`src/rtl/multicycle_pkg.sv`:
```
// Shared encodings for the multicycle control path: FSM states, opcodes and
// the select-line encodings used by the datapath muxes and ALU control.
package multicycle_pkg;

    typedef enum logic [3:0] {
        ST_FETCH     = 4'd0,
        ST_DECODE    = 4'd1,
        ST_MEM_ADDR  = 4'd2,
        ST_MEM_READ  = 4'd3,
        ST_MEM_WB    = 4'd4,
        ST_MEM_WRITE = 4'd5,
        ST_R_EXEC    = 4'd6,
        ST_R_WB      = 4'd7,
        ST_ADDI_EXEC = 4'd8,
        ST_ADDI_WB   = 4'd9,
        ST_BRANCH    = 4'd10,
        ST_JUMP      = 4'd11
    } state_t;

    localparam logic [5:0] OP_RTYPE = 6'h00;
    localparam logic [5:0] OP_LW    = 6'h23;
    localparam logic [5:0] OP_SW    = 6'h2B;
    localparam logic [5:0] OP_BEQ   = 6'h04;
    localparam logic [5:0] OP_J     = 6'h02;
    localparam logic [5:0] OP_ADDI  = 6'h08;

    localparam logic [1:0] ALUB_REG_B   = 2'd0;
    localparam logic [1:0] ALUB_FOUR    = 2'd1;
    localparam logic [1:0] ALUB_IMM     = 2'd2;
    localparam logic [1:0] ALUB_IMM_SH2 = 2'd3;

    localparam logic [1:0] ALUOP_ADD   = 2'd0;
    localparam logic [1:0] ALUOP_SUB   = 2'd1;
    localparam logic [1:0] ALUOP_FUNCT = 2'd2;

    localparam logic [1:0] PCSRC_ALU    = 2'd0;
    localparam logic [1:0] PCSRC_ALUOUT = 2'd1;
    localparam logic [1:0] PCSRC_JUMP   = 2'd2;

endpackage

```
`src/rtl/multicycle_control_fsm.sv`:
```
// Main sequencing controller of the multicycle datapath: steps each instruction
// through its states, drives all select lines, counts retirements.
module multicycle_control_fsm
    import multicycle_pkg::*;
#(
    parameter int CNT_WIDTH = 32
) (
    input  logic                 clk,
    input  logic                 reset,
    input  logic [5:0]           opcode,
    input  logic                 mem_ready,
    output logic                 pc_write,
    output logic                 pc_write_cond,
    output logic                 i_or_d,
    output logic                 mem_read,
    output logic                 mem_write,
    output logic                 ir_write,
    output logic                 mem_to_reg,
    output logic                 reg_dst,
    output logic                 reg_write,
    output logic                 alu_src_a,
    output logic [1:0]           alu_src_b,
    output logic [1:0]           alu_op,
    output logic [1:0]           pc_source,
    output logic [CNT_WIDTH-1:0] retired,
    output logic                 illegal
);

    localparam logic [CNT_WIDTH-1:0] CNT_ONE = 1;

    state_t state;
    state_t state_next;
    logic   retire;
    logic   illegal_hit;

    // NOTE: sequential state uses non-blocking assignments so every register
    // updates from the same pre-edge values.
    always_ff @(posedge clk or posedge reset) begin
        if (reset) begin
            state   <= ST_FETCH;
            retired <= '0;
            illegal <= 1'b0;
        end else begin
            state <= state_next;
            if (retire)      retired <= retired + CNT_ONE;
            if (illegal_hit) illegal <= 1'b1;
        end
    end

    // NOTE: every combinational output gets a default first, so no path
    // through the case can leave a value held (no inferred latch).
    always_comb begin
        state_next  = state;
        retire      = 1'b0;
        illegal_hit = 1'b0;
        case (state)
            ST_FETCH: if (mem_ready) state_next = ST_DECODE;
            ST_DECODE: begin
                case (opcode)
                    OP_LW, OP_SW: state_next = ST_MEM_ADDR;
                    OP_RTYPE:     state_next = ST_R_EXEC;
                    OP_ADDI:      state_next = ST_ADDI_EXEC;
                    OP_BEQ:       state_next = ST_BRANCH;
                    OP_J:         state_next = ST_JUMP;
                    default: begin
                        state_next  = ST_FETCH;
                        illegal_hit = 1'b1;
                    end
                endcase
            end
            ST_MEM_ADDR:  state_next = (opcode == OP_LW) ? ST_MEM_READ : ST_MEM_WRITE;
            ST_MEM_READ:  if (mem_ready) state_next = ST_MEM_WB;
            ST_MEM_WRITE: begin
                if (mem_ready) begin
                    state_next = ST_FETCH;
                    retire     = 1'b1;
                end
            end
            ST_R_EXEC:    state_next = ST_R_WB;
            ST_ADDI_EXEC: state_next = ST_ADDI_WB;
            ST_MEM_WB, ST_R_WB, ST_ADDI_WB, ST_BRANCH, ST_JUMP: begin
                state_next = ST_FETCH;
                retire     = 1'b1;
            end
            default:      state_next = ST_FETCH;
        endcase
    end

    always_comb begin
        pc_write      = 1'b0;
        pc_write_cond = 1'b0;
        i_or_d        = 1'b0;
        mem_read      = 1'b0;
        mem_write     = 1'b0;
        ir_write      = 1'b0;
        mem_to_reg    = 1'b0;
        reg_dst       = 1'b0;
        reg_write     = 1'b0;
        alu_src_a     = 1'b0;
        alu_src_b     = ALUB_REG_B;
        alu_op        = ALUOP_ADD;
        pc_source     = PCSRC_ALU;
        case (state)
            ST_FETCH: begin
                // Fetch commits only on the cycle memory delivers the word.
                mem_read  = 1'b1;
                alu_src_b = ALUB_FOUR;
                ir_write  = mem_ready & ~reset;
                pc_write  = mem_ready & ~reset;
            end
            ST_DECODE:    alu_src_b = ALUB_IMM_SH2;
            ST_MEM_ADDR: begin
                alu_src_a = 1'b1;
                alu_src_b = ALUB_IMM;
            end
            ST_MEM_READ: begin
                mem_read = 1'b1;
                i_or_d   = 1'b1;
            end
            ST_MEM_WB: begin
                reg_write  = 1'b1;
                mem_to_reg = 1'b1;
            end
            ST_MEM_WRITE: begin
                mem_write = 1'b1;
                i_or_d    = 1'b1;
            end
            ST_R_EXEC: begin
                alu_src_a = 1'b1;
                alu_op    = ALUOP_FUNCT;
            end
            ST_R_WB: begin
                reg_write = 1'b1;
                reg_dst   = 1'b1;
            end
            ST_ADDI_EXEC: begin
                alu_src_a = 1'b1;
                alu_src_b = ALUB_IMM;
            end
            ST_ADDI_WB:   reg_write = 1'b1;
            ST_BRANCH: begin
                alu_src_a     = 1'b1;
                alu_op        = ALUOP_SUB;
                pc_write_cond = 1'b1;
                pc_source     = PCSRC_ALUOUT;
            end
            ST_JUMP: begin
                pc_write  = 1'b1;
                pc_source = PCSRC_JUMP;
            end
            default: ;
        endcase
    end

endmodule

```
`config.mk`:
```
export PLATFORM = sky130hd
export DESIGN_NAME = multicycle_control_fsm
export DESIGN_NICKNAME = d
export VERILOG_FILES = /design/src/rtl/multicycle_pkg.sv /design/src/rtl/multicycle_control_fsm.sv
export SDC_FILE = /design/constraint.sdc
export NUM_CORES = 1
export LEC_CHECK = 0
export ABC_AREA = 1
export BUFFER_PORTS_ARGS = -buffer_cell sky130_fd_sc_hd__buf_2
export CORE_ASPECT_RATIO = 0.8
export CORE_MARGIN = 5
export CORE_UTILIZATION = 57
export CTS_CLUSTER_DIAMETER = 40
export DETAILED_ROUTE_END_ITERATION = 12
export GPL_TIMING_DRIVEN = 0
export PLACE_DENSITY_LB_ADDON = 0.3
export SLEW_MARGIN = 25
export SYNTH_ARGS = -nofsm -noshare
export SYNTH_HDL_FRONTEND = slang
export SYNTH_SLANG_ARGS = --single-unit
```
`constraint.sdc`:
```
create_clock -name clk -period 4 [get_ports clk]
set_input_delay 0 -clock clk [delete_from_list [all_inputs] [get_ports clk]]
set_output_delay 0 -clock clk [all_outputs]
set_load 0.01 [all_outputs]
```
# ---- Yosys cells after proc, flatten, opt, wreduce, memory -nomap -nowiden
# Cells that the tools add are included.
dict set report op_classes {
  add_sub_neg 1
  multipliers 0
  div_mod_pow 0
  shifts 0
  n_lt_le_gt_ge 0
  reduce_logical 11
  n_mux 23
  eq_ne 19
  bitwise_logic 2
}
# cell count
set ops {}
lappend ops {{$add 32x1->32 const B} 1}
lappend ops {{$pmux 4 s7} 1}
lappend ops {{$pmux 4 s5} 1}
lappend ops {{$eq 4x3->1 const B} 4}
lappend ops {{$eq 4x4->1 const B} 4}
lappend ops {{$eq 6x6->1 const B} 2}
lappend ops {{$mux 1} 12}
lappend ops {{$mux 4} 3}
lappend ops {{$eq 4x2->1 const B} 2}
lappend ops {{$pmux 2 s2} 2}
lappend ops {{$reduce_or 2->1} 4}
lappend ops {{$eq 6x2->1 const B} 1}
lappend ops {{$eq 6x3->1 const B} 1}
lappend ops {{$eq 6x4->1 const B} 1}
lappend ops {{$logic_not 6->1} 1}
lappend ops {{$ne 2x2->1 const B} 3}
lappend ops {{$pmux 2 s3} 1}
lappend ops {{$reduce_or 6->1} 1}
lappend ops {{$reduce_or 5->1} 1}
lappend ops {{$eq 4x1->1 const B} 1}
lappend ops {{$logic_not 4->1} 1}
lappend ops {{$pmux 1 s2} 2}
lappend ops {{$reduce_or 4->1} 1}
lappend ops {{$mux 3} 1}
lappend ops {{4 further kinds} 4}
dict set report totals {
  memories 0
  rom_bits 0
  output_inout_bits 49
  latch_bits 0
  ff_bits 37
  in_bits 9
  ram_bits 0
  wordCells 59
}

# ---- Depth between registers and ports, before layout
# Gate-level depths: netlist of the first run.
dict set report depth {
  depth_word 4
  mapped_depth 11
  depth_no_buf 10
}

# ---- Least setup slack after synthesis of the first run
# Ideal clock, no wire load.
dict set report synth_path {
  path_type {reg2reg}
  start {register retired[0]}
  end {register retired[20]}
  n_path_buf 0
  setup_ns 0.117
  required_ns 3.883
  stages_incl_launch_ff 9
  arrival_ns 1.467
  period_less_slack_ns 1.584
  path_slack_ns 2.416
  path_cell_list {dfrtp_1 -> ha_1 -> inv_1 -> nor2_2 -> nand2_2 -> nor3_2 -> nand3_1 -> nand2_1 -> nand2_1}
}
dict set report synth_via {
  elab_chain_cells 1
}
# item line
set synth_lines {}
lappend synth_lines {{from (decl)} multicycle_control_fsm.sv:25} ;# output logic [CNT_WIDTH-1:0] retired,
lappend synth_lines {{from (signal assigned)} multicycle_control_fsm.sv:45} ;# if (retire) retired <= retired + CNT_ONE;
lappend synth_lines {{$add 32x1->32} multicycle_control_fsm.sv:45}
# No other way between the ends.
# A chain may end at the register's enable or synchronous reset.

# ---- Final worst setup path of the first run
# Ends and elaborated chain as after synthesis.

==> results of run 1 <==
-- synth_stat cells --
library cell and instances:
nand2_2 2, ha_1 1, nor3_2 1, dfrtp_1 37, o21bai_1 1, nand2_1 171, buf_6 3, nand3_2 2
nand2_4 1, buf_8 1, xor2_2 1, nor2_2 9, inv_1 49, xor2_1 9, buf_4 2, xnor2_1 1
nor2_1 61, nand3_1 25, nand3b_1 4, o21ai_0 9, nand4_1 10, nor2_4 1, buf_2 1, nor3_1 1
and2_1 1, inv_2 6, or2_2 2, o21ai_1 8
-- through the flow --
step                      worst slack (ns)  util, %  hold slack (ns)  total power (W)  std cells
after floorplan                       2.42        -           0.0550         0.000717        420
after CTS                             2.15     69.0          0.00648          0.00114        547
after global placement                2.20     66.1            0.263         0.000834        537
final                                 2.12     69.0           0.0134          0.00113        547
after detailed placement              2.17     66.6          -0.0459         0.000845        538
after global routing                  1.97     69.0           0.0718          0.00120        547
-- layer usage --
layer	global-route usage [%]	vias up	wire length, um
li1	-	1411	-
met1	35.1	1311	3310
met2	35.6	105	3080
met3	5.12	13	530
met4	7.21	0	121
met5	0	-	0
-- sequential cells by signal, summed over array words and instances, names as in the netlist --
signal / cells
illegal: 1
retired: 32
state: 4
-- cell type report --
cell class,instances,share of cell area [%]
inverters,55,6.58
clock inverters,1,0.160
flip-flops and latches,37,29.5
repair buffers,59,10.1
clock buffers,7,3.07
plain buffers,7,2.19
multi-input cells,321,46.0
well taps,60,2.39
-- worst max-delay path: stages (launching register included) --
cell	delay, ns
dfrtp_1	0.50
ha_1	0.25
inv_1	0.08
nor2_2	0.19
nand2_2	0.13
nor3_2	0.36
nand3_1	0.13
nand2_1	0.07
nand2_1	0.05
-- power groups by stage --
stage	clock (W)	sequential, W	combinational (W)
finish	0.000294	0.000462	0.000379
CTS	0.000297	0.000460	0.000380
global placement	0	0.000466	0.000368
detailed placement	0	0.000467	0.000378
global route	0.000313	0.000469	0.000421
floorplan	0	0.000468	0.000249
-- logic make-up after synthesis --
family                     synth area share (%)
and+or+nand+nor                            46.7
buffers and inverters                      10.4
DFF                                        35.0
AOI/OAI and AO/OA                          3.50
xor gates and xnor gates                   3.93
adders and majority gates                 0.473
-- worst paths after layout --
path	end	slack (ns)	cells past startpoint
min reg2reg	illegal$_DFFE_PP0P_	0.49	1
min in group asynchronous	retired[21]$_DFFE_PP0P_	0.20	3
max	retired[20]$_DFFE_PP0P_	2.12	8
max reg2reg	retired[20]$_DFFE_PP0P_	2.12	8
max in group asynchronous	retired[27]$_DFFE_PP0P_	3.38	4
min	state[2]$_DFFE_PP0P_	0.01	4
==> metrics.csv, run 1 <==
stage,metric,value,unit
placed_design,post-detail-place hpwl,5.43,mm
yosys,synthesized area,2640,um^2
route,first drt pass iteration count,5,
sta,Final Skew,0.00648,ns
route,DRC,0,
route,via count,2840,
worst_hold_path,hold crit path type,primary input to register,
yosys,Yosys reg bits,37,
global_route,number of global-route vias before repair,2608,
route,Routed WL,7.04,mm
floorplan,Chip Width,86.1,um
clock_tree,PostCTS Resize Cnt,0,
clock_tree,CTS tree,done,
critical_path,Reg-to-Reg Start,retired[0]$_DFFE_PP0P_,
sta,Max Slew Vio Count,0,
sta,Final Cycle Share,47.0,%
critical_path,critical path required time,4.19,ns
worst_hold_path,hold_sp,mem_ready,
power_and_ir_drop,internal power,0.000704,W
power_and_ir_drop,power share of the clock group,25.9,%
clock_tree,Max clock buf depth,2,
final_layout,fill count,424,
power_and_ir_drop,maximum VDD drop,0.260,mV
yosys,"area leader, netlist",dfrtp_1,
final_layout,multi-input logic area,1440,um^2
sta,fmax,532,MHz
power_and_ir_drop,Reg power frac,40.7,%
critical_path,Critical Setup Path Class,register to register,
yosys,synth warn,0,
sta,Finish-stage setup viols,0,
clock_tree,CTS Hold Bufs,1,
global_route,largest net degree at the start of global routing,28,
route,Routed Antenna Nets,0,
critical_path,CP Launch Point,retired[0]$_DFFE_PP0P_,
power_and_ir_drop,total net switching power,0.000431,W
placed_design,placed inst area,3020,um^2
clock_tree,Root Buffer,clkbuf_8,
yosys,"Net Count, Synth",430,
placed_design,RD Place Congestion,0.975,
clock_tree,clk_lat worst skew,0.30,ns
final_layout,# diodes,0,
critical_path,startpoint class of the critical path,register,
final_layout,"commonest non-fill, non-tap cell in the layout",nand2_1,
final_layout,post-route cell area,3140,um^2
yosys,Netlist cell types,28,
power_and_ir_drop,Leak Pwr,1.66,nW
critical_path,Worst Setup End Kind,register,
sta,setup TNS,0,ns
clock_tree,clk sinks,37,
floorplan,Die Area,6110,um^2
floorplan,Die Ht,70.9,um
critical_path,crit path DAT,2.07,ns
sta,final hold vios,0,
sta,Slew HR,70.9,%
global_route,initial antenna violation count,0,
sta,Least-Margin Pin Slew,0.434,ns
power_and_ir_drop,Power Dens Cells,362,nW/um^2
floorplan,Starting Density,58.2,%
final_layout,P&R area growth vs syn,18.6,%
final_layout,register area,926,um^2
final_layout,most frequent cells in the layout,"171 x nand2_1, 61 x nor2_1, 58 x buf_2",
yosys,Synth area leaders,"dfrtp_1 35%, nand2_1 24%, nor2_1 8.7%",
floorplan,core area,4540,um^2
flow_run,# Max-Cap Violations,0,
route,Iter 0 DRT Violations,296,
yosys,synthesized instance count,420,
critical_path,peak fanout along the critical path,6,
global_route,"Remaining Overflow, GRT",0,
final_layout,final net count,496,
final_layout,layout cells sized above 1,20.3,%
sta,RSZ-0062 raised after global routing,false,
global_route,GRT Total Usage,24.0,%
power_and_ir_drop,combinational share of power,33.4,%
global_route,global-route wire length before repair,11.7,mm
clock_tree,cts bufs inserted,5,
sta,post-route minimum period,1.88,ns
clock_tree,postcts setup bufs,0,
floorplan,# rows,22,
placed_design,# port buffers,57,
route,DR vias/cell,5.19,
yosys,sequential-to-total area share from yosys stat,35.0,%
floorplan,IO Count,58,
clock_tree,H-tree levels,2,
yosys,top-area cell type share of the netlist area,35.0,%
route,WL/cell,12.9,um
status,status,"finished, final reports clean",
yosys,Avg Inst Size Synth,6.29,um^2
clock_tree,clock transition time at the flip-flop clock pins of the worst setup and hold paths,0.08,ns
power_and_ir_drop,Switching Fraction,38.0,%
No activity file was read; power rests on OpenSTA's default activity.
==> run 2, diff against run 1 <==
--- a/config.mk
+++ b/config.mk
@@ -9,7 +9,7 @@
 export BUFFER_PORTS_ARGS = -buffer_cell sky130_fd_sc_hd__buf_2
 export CORE_ASPECT_RATIO = 0.8
 export CORE_MARGIN = 5
-export CORE_UTILIZATION = 57
+export CORE_UTILIZATION = 49
 export CTS_CLUSTER_DIAMETER = 40
 export DETAILED_ROUTE_END_ITERATION = 12
 export GPL_TIMING_DRIVEN = 0
==> constraint.sdc (replaced) <==
create_clock -name clk -period 1.5 [get_ports clk]
set_input_delay 0 -clock clk [delete_from_list [all_inputs] [get_ports clk]]
set_output_delay 0 -clock clk [all_outputs]
set_load 0.01 [all_outputs]
==> run 2 against run 1 <==
- the flow now finishes with violations (setup timing)
- critical path depth rose by 2
- die area rose by 14%
- fmax rose by 24%
- final cell count is 1.8% higher
- register-to-register slack lost 2.1 ns
- wire length is 8.5% higher
- worst hold slack gained 0.0053 ns
- critical path type unchanged
- critical endpoint is now retired[5]$_DFFE_PP0P_
==> metrics.csv, run 2 (synthesis gave the netlist of run 1 again) <==
stage,metric,value,unit,change
route,Routed Antenna Nets,0,,unchanged
power_and_ir_drop,power share of the clock group,26.0,%,about the same
sta,PnR worst setup slack,-0.0153,ns,-2.14 ns
sta,Finish-stage setup viols,4,,+4
final_layout,P&R area growth vs syn,28.8,%,
critical_path,CP max stage cell,dfrtp_2,,
final_layout,final net count,504,,+1.6%
floorplan,Starting Density,51.6,%,-6.6 points
power_and_ir_drop,total net switching power,0.00127,W,+190%
floorplan,core area,5120,um^2,+13%
global_route,global-route wire length before repair,12.4,mm,+6.3%
global_route,initial antenna violation count,0,,unchanged
sta,Final Skew,0.00626,ns,-0.000218 ns
clock_tree,Max clock buf depth,2,,unchanged
status,failing checks,setup timing,,
clock_tree,clock transition time at the flip-flop clock pins of the worst setup and hold paths,0.08,ns,about the same
floorplan,Die Ht,75.7,um,+6.7%
global_route,GRT Total Usage,22.5,%,-1.6 points
power_and_ir_drop,internal power,0.00221,W,+210%
final_layout,"commonest non-fill, non-tap cell in the layout",nand2_1,,
clock_tree,H-tree levels,2,,unchanged
clock_tree,clk sinks,37,,unchanged
route,DR vias/cell,5.15,,-0.76%
route,via count,2870,,+1.1%
route,first drt pass iteration count,4,,-1
route,DRC,0,,unchanged
clock_tree,CTS tree,done,,
floorplan,# rows,23,,+4.5%
status,status,finished with violations,,
power_and_ir_drop,Power Dens Cells,1020,nW/um^2,+180%
sta,final hold vios,0,,unchanged
sta,fmax,660,MHz,+24%
floorplan,Die Area,6970,um^2,+14%
placed_design,RD Place Congestion,0.909,,-6.9%
critical_path,CP peak stage delay,0.47,ns,-0.03 ns
final_layout,# diodes,0,,unchanged
clock_tree,cts bufs inserted,5,,unchanged
final_layout,biggest regs,"retired: 32 flops, state: 4 flops, illegal: 1 flops",,
critical_path,startpoint class of the critical path,register,,
sta,Max Slew Vio Count,0,,unchanged
sta,post-route minimum period,1.52,ns,-0.364 ns
route,WL/cell,13.7,um,+6.5%
power_and_ir_drop,maximum VDD drop,0.660,mV,+150%
clock_tree,Root Buffer,clkbuf_8,,
global_route,largest net degree at the start of global routing,23,,-18%
sta,Least-Margin Pin Slew,0.392,ns,-0.0418 ns
flow_run,# Max-Cap Violations,0,,unchanged
sta,Slew HR,73.8,%,+2.9 points
critical_path,peak fanout along the critical path,9,,+3
critical_path,Critical Setup Path Class,register to register,,
final_layout,post-layout util,66.5,%,-2.6 points
global_route,"Remaining Overflow, GRT",0,,unchanged
critical_path,critical path required time,1.68,ns,-2.51 ns
route,Iter 0 DRT Violations,260,,-12%
final_layout,Largest Register,retired,,
final_layout,layout cells sized above 1,27.7,%,+7.3 points
clock_tree,clk_lat worst skew,0.29,ns,about the same
floorplan,Chip Width,92.1,um,+6.9%
final_layout,most frequent cells in the layout,"164 x nand2_1, 57 x buf_2, 53 x nor2_1",,
sta,RSZ-0062 raised after global routing,true,,
placed_design,# port buffers,57,,unchanged
placed_design,Place WS,-0.279,ns,-2.45 ns
final_layout,number of flip-flops in the largest register,32,,unchanged
sta,Final Cycle Share,101,%,+54 points
power_and_ir_drop,Leak Pwr,1.76,nW,+5.7%
critical_path,Most common cell on crit path,nand2_2,,
power_and_ir_drop,combinational share of power,38.9,%,+5.5 points
worst_hold_path,hold crit path type,primary input to register,,
route,Routed WL,7.64,mm,+8.5%
global_route,number of global-route vias before repair,2628,,+0.77%
critical_path,crit path DAT,1.69,ns,-0.38 ns
floorplan,IO Count,58,,unchanged
critical_path,Worst Setup End Kind,register,,
power_and_ir_drop,Switching Fraction,36.4,%,-1.6 points
power_and_ir_drop,Reg power frac,35.2,%,-5.5 points
placed_design,post-detail-place hpwl,5.70,mm,+5.0%
critical_path,critical-path cell list,nand2_2 > inv_2 > nand2_2 > nand2_2 > nor2_4 > nand2_4 > buf_12 > buf_12 > o21ai_2 > o21ai_1,,
run 2: worst paths after layout:
kind	startpoint	endpoint	slack, ns	cells after the start
max in group asynchronous	reset	retired[7]$_DFFE_PP0P_	0.76	4
setup / recovery	state[1]$_DFFE_PP0P_	retired[5]$_DFFE_PP0P_	-0.02	10
min in group asynchronous	reset	retired[19]$_DFFE_PP0P_	0.28	3
setup reg to reg	state[1]$_DFFE_PP0P_	retired[5]$_DFFE_PP0P_	-0.02	10
hold reg to reg	illegal$_DFFE_PP0P_	illegal$_DFFE_PP0P_	0.49	1
hold / removal	mem_ready	state[2]$_DFFE_PP0P_	0.02	4
run 2: worst max-delay path: cells and delay by family (launching register included):
family,cells,cell delay (ns)
AOI/OAI and AO/OA,2,0.14
and+or+nand+nor,5,0.44
DFF,1,0.47
buffers and inverters,3,0.34
run 2: through the flow:
step	hold WS, ns	cell area (um^2)	instances	setup TNS (ns)	total power [W]
final	0.0188	3400	557	-0.0318	0.00348
after floorplan	0.0550	2650	420	0	0.00191
after CTS	0.0215	3260	554	-0.0269	0.00331
after detailed placement	0.0203	3040	540	-2.36	0.00227
after global placement	0.265	3010	539	-1.34	0.00223
after global routing	0.0494	3400	557	-2.26	0.00367
run 2: power groups by stage:
stage | clock network, W | logic [W] | registers [W]
detailed placement | 0 | 0.00103 | 0.00125
global route | 0.000958 | 0.00147 | 0.00124
floorplan | 0 | 0.000665 | 0.00125
finish | 0.000903 | 0.00135 | 0.00122
global placement | 0 | 0.000990 | 0.00124
CTS | 0.000916 | 0.00120 | 0.00120
run 2: final cells by class:
cell class,count,area [um^2]
sequential,37,937
fill,448,1720
inverter,55,206
timing repair buffer,67,400
tap,62,77.6
multi-input combinational,321,1550
buffer,7,113
clock inverter,1,30.0
clock buffer,7,86.3
run 2: repair_timing:
action,in CTS,in global routing
buffers inserted,5,2
cloned,0,1
endpoints found under the setup margin,29,33
pin swaps,2,3
gates resized for setup,18,34
hold buffers,1,0
hold endpoints to repair,15,0
run 2: per-layer routing:
metal	wire (um)	global-route usage, %	up-vias
li1	-	-	1441
met1	3440	31.3	1306
met2	3480	37.3	108
met3	626	4.24	15
met4	98	4.61	0
met5	0	0	-
==> run 3, diff against run 2 <==
--- a/config.mk
+++ b/config.mk
@@ -9,8 +9,9 @@
 export BUFFER_PORTS_ARGS = -buffer_cell sky130_fd_sc_hd__buf_2
 export CORE_ASPECT_RATIO = 0.8
 export CORE_MARGIN = 5
-export CORE_UTILIZATION = 49
+export CORE_UTILIZATION = 55
 export CTS_CLUSTER_DIAMETER = 40
+export CTS_CLUSTER_SIZE = 20
 export DETAILED_ROUTE_END_ITERATION = 12
 export GPL_TIMING_DRIVEN = 0
 export PLACE_DENSITY_LB_ADDON = 0.3
==> constraint.sdc (replaced) <==
create_clock -name clk -period 1.45 [get_ports clk]
set_input_delay 0 -clock clk [delete_from_list [all_inputs] [get_ports clk]]
set_output_delay 0 -clock clk [all_outputs]
set_load 0.01 [all_outputs]
==> run 3 against run 2 <==
- the flow still finishes with violations (setup timing)
- via count grew 1.8%
- count of clock-buffer cells in the layout grew 1
- sequential share of layout area shrank 1.1 points
- setup slack lost 0.089 ns
- register-to-register slack lost 0.09 ns
- total power grew 5.5%
- fmax shrank 2.5%
- largest cell class unchanged
- highest routed layer unchanged
==> metrics.csv, run 3 (synthesis gave the netlist of run 1 again) <==
stage,metric,value,unit,change
placed_design,post-detail-place hpwl,5.40,mm,-5.2%
critical_path,"CP delay by family, top",simple AND/OR/NAND/NOR gates,,
final_layout,final net count,514,,+2.0%
sta,final hold vios,0,,unchanged
final_layout,P&R area growth vs syn,33.4,%,
floorplan,Die Ht,72.0,um,-4.9%
critical_path,peak fanout along the critical path,5,,-4
sta,fmax,643,MHz,-2.5%
final_layout,layout cells sized above 1,31.7,%,+4.0 points
global_route,"Remaining Overflow, GRT",0,,unchanged
sta,Final Skew,0.00790,ns,+0.00164 ns
sta,RSZ-0062 raised after global routing,true,,
final_layout,biggest regs,"retired: 32 flops, state: 4 flops, illegal: 1 flops",,
route,WL/cell,13.8,um,+0.29%
final_layout,number of flip-flops in the largest register,32,,unchanged
clock_tree,Max clock buf depth,2,,unchanged
status,status,finished with violations,,
placed_design,RD Place Congestion,1.00,,+10%
route,via count,2923,,+1.8%
global_route,largest net degree at the start of global routing,22,,-4.3%
clock_tree,H-tree levels,2,,unchanged
global_route,GRT Total Usage,24.1,%,+1.7 points
placed_design,# port buffers,57,,unchanged
sta,Slew HR,73.1,%,-0.78 points
critical_path,Most common cell on crit path,nand2_1,,
final_layout,# diodes,0,,unchanged
flow_run,# Max-Cap Violations,0,,unchanged
sta,Least-Margin Pin Slew,0.403,ns,+0.0117 ns
clock_tree,clk sinks,37,,unchanged
sta,Finish-stage setup viols,31,,+27
final_layout,Largest Register,retired,,
critical_path,r2r setup slk,-0.10,ns,-0.09 ns
floorplan,Starting Density,57.2,%,+5.6 points
sta,Max Slew Vio Count,0,,unchanged
final_layout,post-layout util,76.2,%,+9.8 points
sta,post-route minimum period,1.55,ns,+0.0394 ns
power_and_ir_drop,Leak Pwr,1.80,nW,+2.4%
global_route,number of global-route vias before repair,2660,,+1.2%
critical_path,Worst Setup End Kind,register,,
power_and_ir_drop,Power Dens Cells,1040,nW/um^2,+1.8%
route,Iter 0 DRT Violations,215,,-17%
critical_path,CP peak stage delay,0.46,ns,about the same
floorplan,Die Area,6300,um^2,-9.6%
route,Routed Antenna Nets,0,,unchanged
critical_path,CP Buf/Inv Count,0,,-3
final_layout,most frequent cells in the layout,"159 x nand2_1, 55 x buf_2, 45 x nor2_1",,
clock_tree,clk_lat worst skew,0.30,ns,about the same
clock_tree,cts bufs inserted,5,,unchanged
floorplan,Chip Width,87.5,um,-5.0%
clock_tree,Root Buffer,clkbuf_8,,
floorplan,core area,4620,um^2,-9.7%
route,first drt pass iteration count,5,,+1
global_route,global-route wire length before repair,12.0,mm,-3.0%
final_layout,final std cells w/o fill,565,,+1.4%
route,DR vias/cell,5.17,,+0.40%
clock_tree,CTS tree,done,,
final_layout,"commonest non-fill, non-tap cell in the layout",nand2_1,,
floorplan,# rows,22,,-4.3%
global_route,initial antenna violation count,0,,unchanged
route,DRC,0,,unchanged
worst_hold_path,hold crit path type,primary input to register,,
clock_tree,clock transition time at the flip-flop clock pins of the worst setup and hold paths,0.07,ns,about the same
critical_path,crit path DAT,1.74,ns,+0.05 ns
placed_design,Placed Cells,538,,-0.37%
critical_path,startpoint class of the critical path,register,,
critical_path,CP max stage cell,dfrtp_1,,
sta,Final Cycle Share,107,%,+6.2 points
power_and_ir_drop,maximum VDD drop,1.29,mV,+96%
floorplan,IO Count,58,,unchanged
critical_path,critical-path cell list,nand2_1 > nor2_2 > nand2_4 > nor3_4 > nand3_1 > nand2_1 > nand2_1,,
sta,PnR worst setup slack,-0.105,ns,-0.0894 ns
critical_path,Critical Setup Path Class,register to register,,
critical_path,critical path required time,1.63,ns,-0.05 ns
status,failing checks,setup timing,,
route,Routed WL,7.77,mm,+1.7%
-- run 3: routing by layer --
| layer | track usage, % | up-vias | wire [um] |
|---|---|---|---|
| met2 | 36.7 | 107 | 3610 |
| met4 | 6.81 | 0 | 138 |
| met3 | 5.90 | 14 | 560 |
| met1 | 34.2 | 1348 | 3460 |
| li1 | - | 1454 | - |
| met5 | 0 | - | 0 |
-- run 3: worst min-delay path, delay by kind of cell --
family | cells | cell delay, ns
simple gates | 4 | 0.26
buf+inv | 1 | 0.10
-- run 3: power breakdown --
part | leakage (nW) | internal, W | switching [W]
clock | 0.0455 | 0.000388 | 0.000368
sequential | 0.488 | 0.00113 | 0.000156
combinational | 1.27 | 0.000748 | 0.000877
total | 1.80 | 0.00227 | 0.00140
-- run 3: stage by stage --
step / total power (W) / hold WS [ns] / TNS (ns) / setup WS, ns / instance area [um^2]
final: 0.00367 / 0.0930 / -1.60 / -0.105 / 3530
after global routing: 0.00388 / 0.0951 / -3.90 / -0.159 / 3530
after CTS: 0.00339 / 0.0127 / -0.201 / -0.0363 / 3330
after detailed placement: 0.00235 / 0.0212 / -1.93 / -0.201 / 3060
after global placement: 0.00232 / 0.258 / -1.53 / -0.131 / 3030
after floorplan: 0.00199 / 0.0550 / 0 / 0.0136 / 2670
-- run 3: path summary, 6_finish.rpt --
check | startpoint | to | cells past startpoint
worst min-delay path | opcode[2] | state[1]$_DFFE_PP0P_ | 5
worst max register to register | retired[7]$_DFFE_PP0P_ | retired[20]$_DFFE_PP0P_ | 7
worst min register to register | illegal$_DFFE_PP0P_ | illegal$_DFFE_PP0P_ | 1
worst max-delay path | retired[7]$_DFFE_PP0P_ | retired[20]$_DFFE_PP0P_ | 7
min in group asynchronous | reset | state[0]$_DFFE_PP0P_ | 3
max in group asynchronous | reset | retired[13]$_DFFE_PP0P_ | 4
-- run 3: area by class of cell --
type	count	area [um^2]
clock buffer	8	90.1
tap	60	75.1
inverter	55	214
fill	363	1100
multi-input combinational	321	1630
sequential	37	933
timing repair buffer	77	488
buffer	7	100
-- run 3: timing repair --
action | 4_1_cts | 5_1_grt
cloned | 0 | 1
endpoints found under the setup margin | 34 | 35
hold buffers | 1 | 0
resized for setup | 32 | 37
setup buffers | 9 | 8
hold endpoints to repair | 16 | 0
pin swaps | 10 | 4
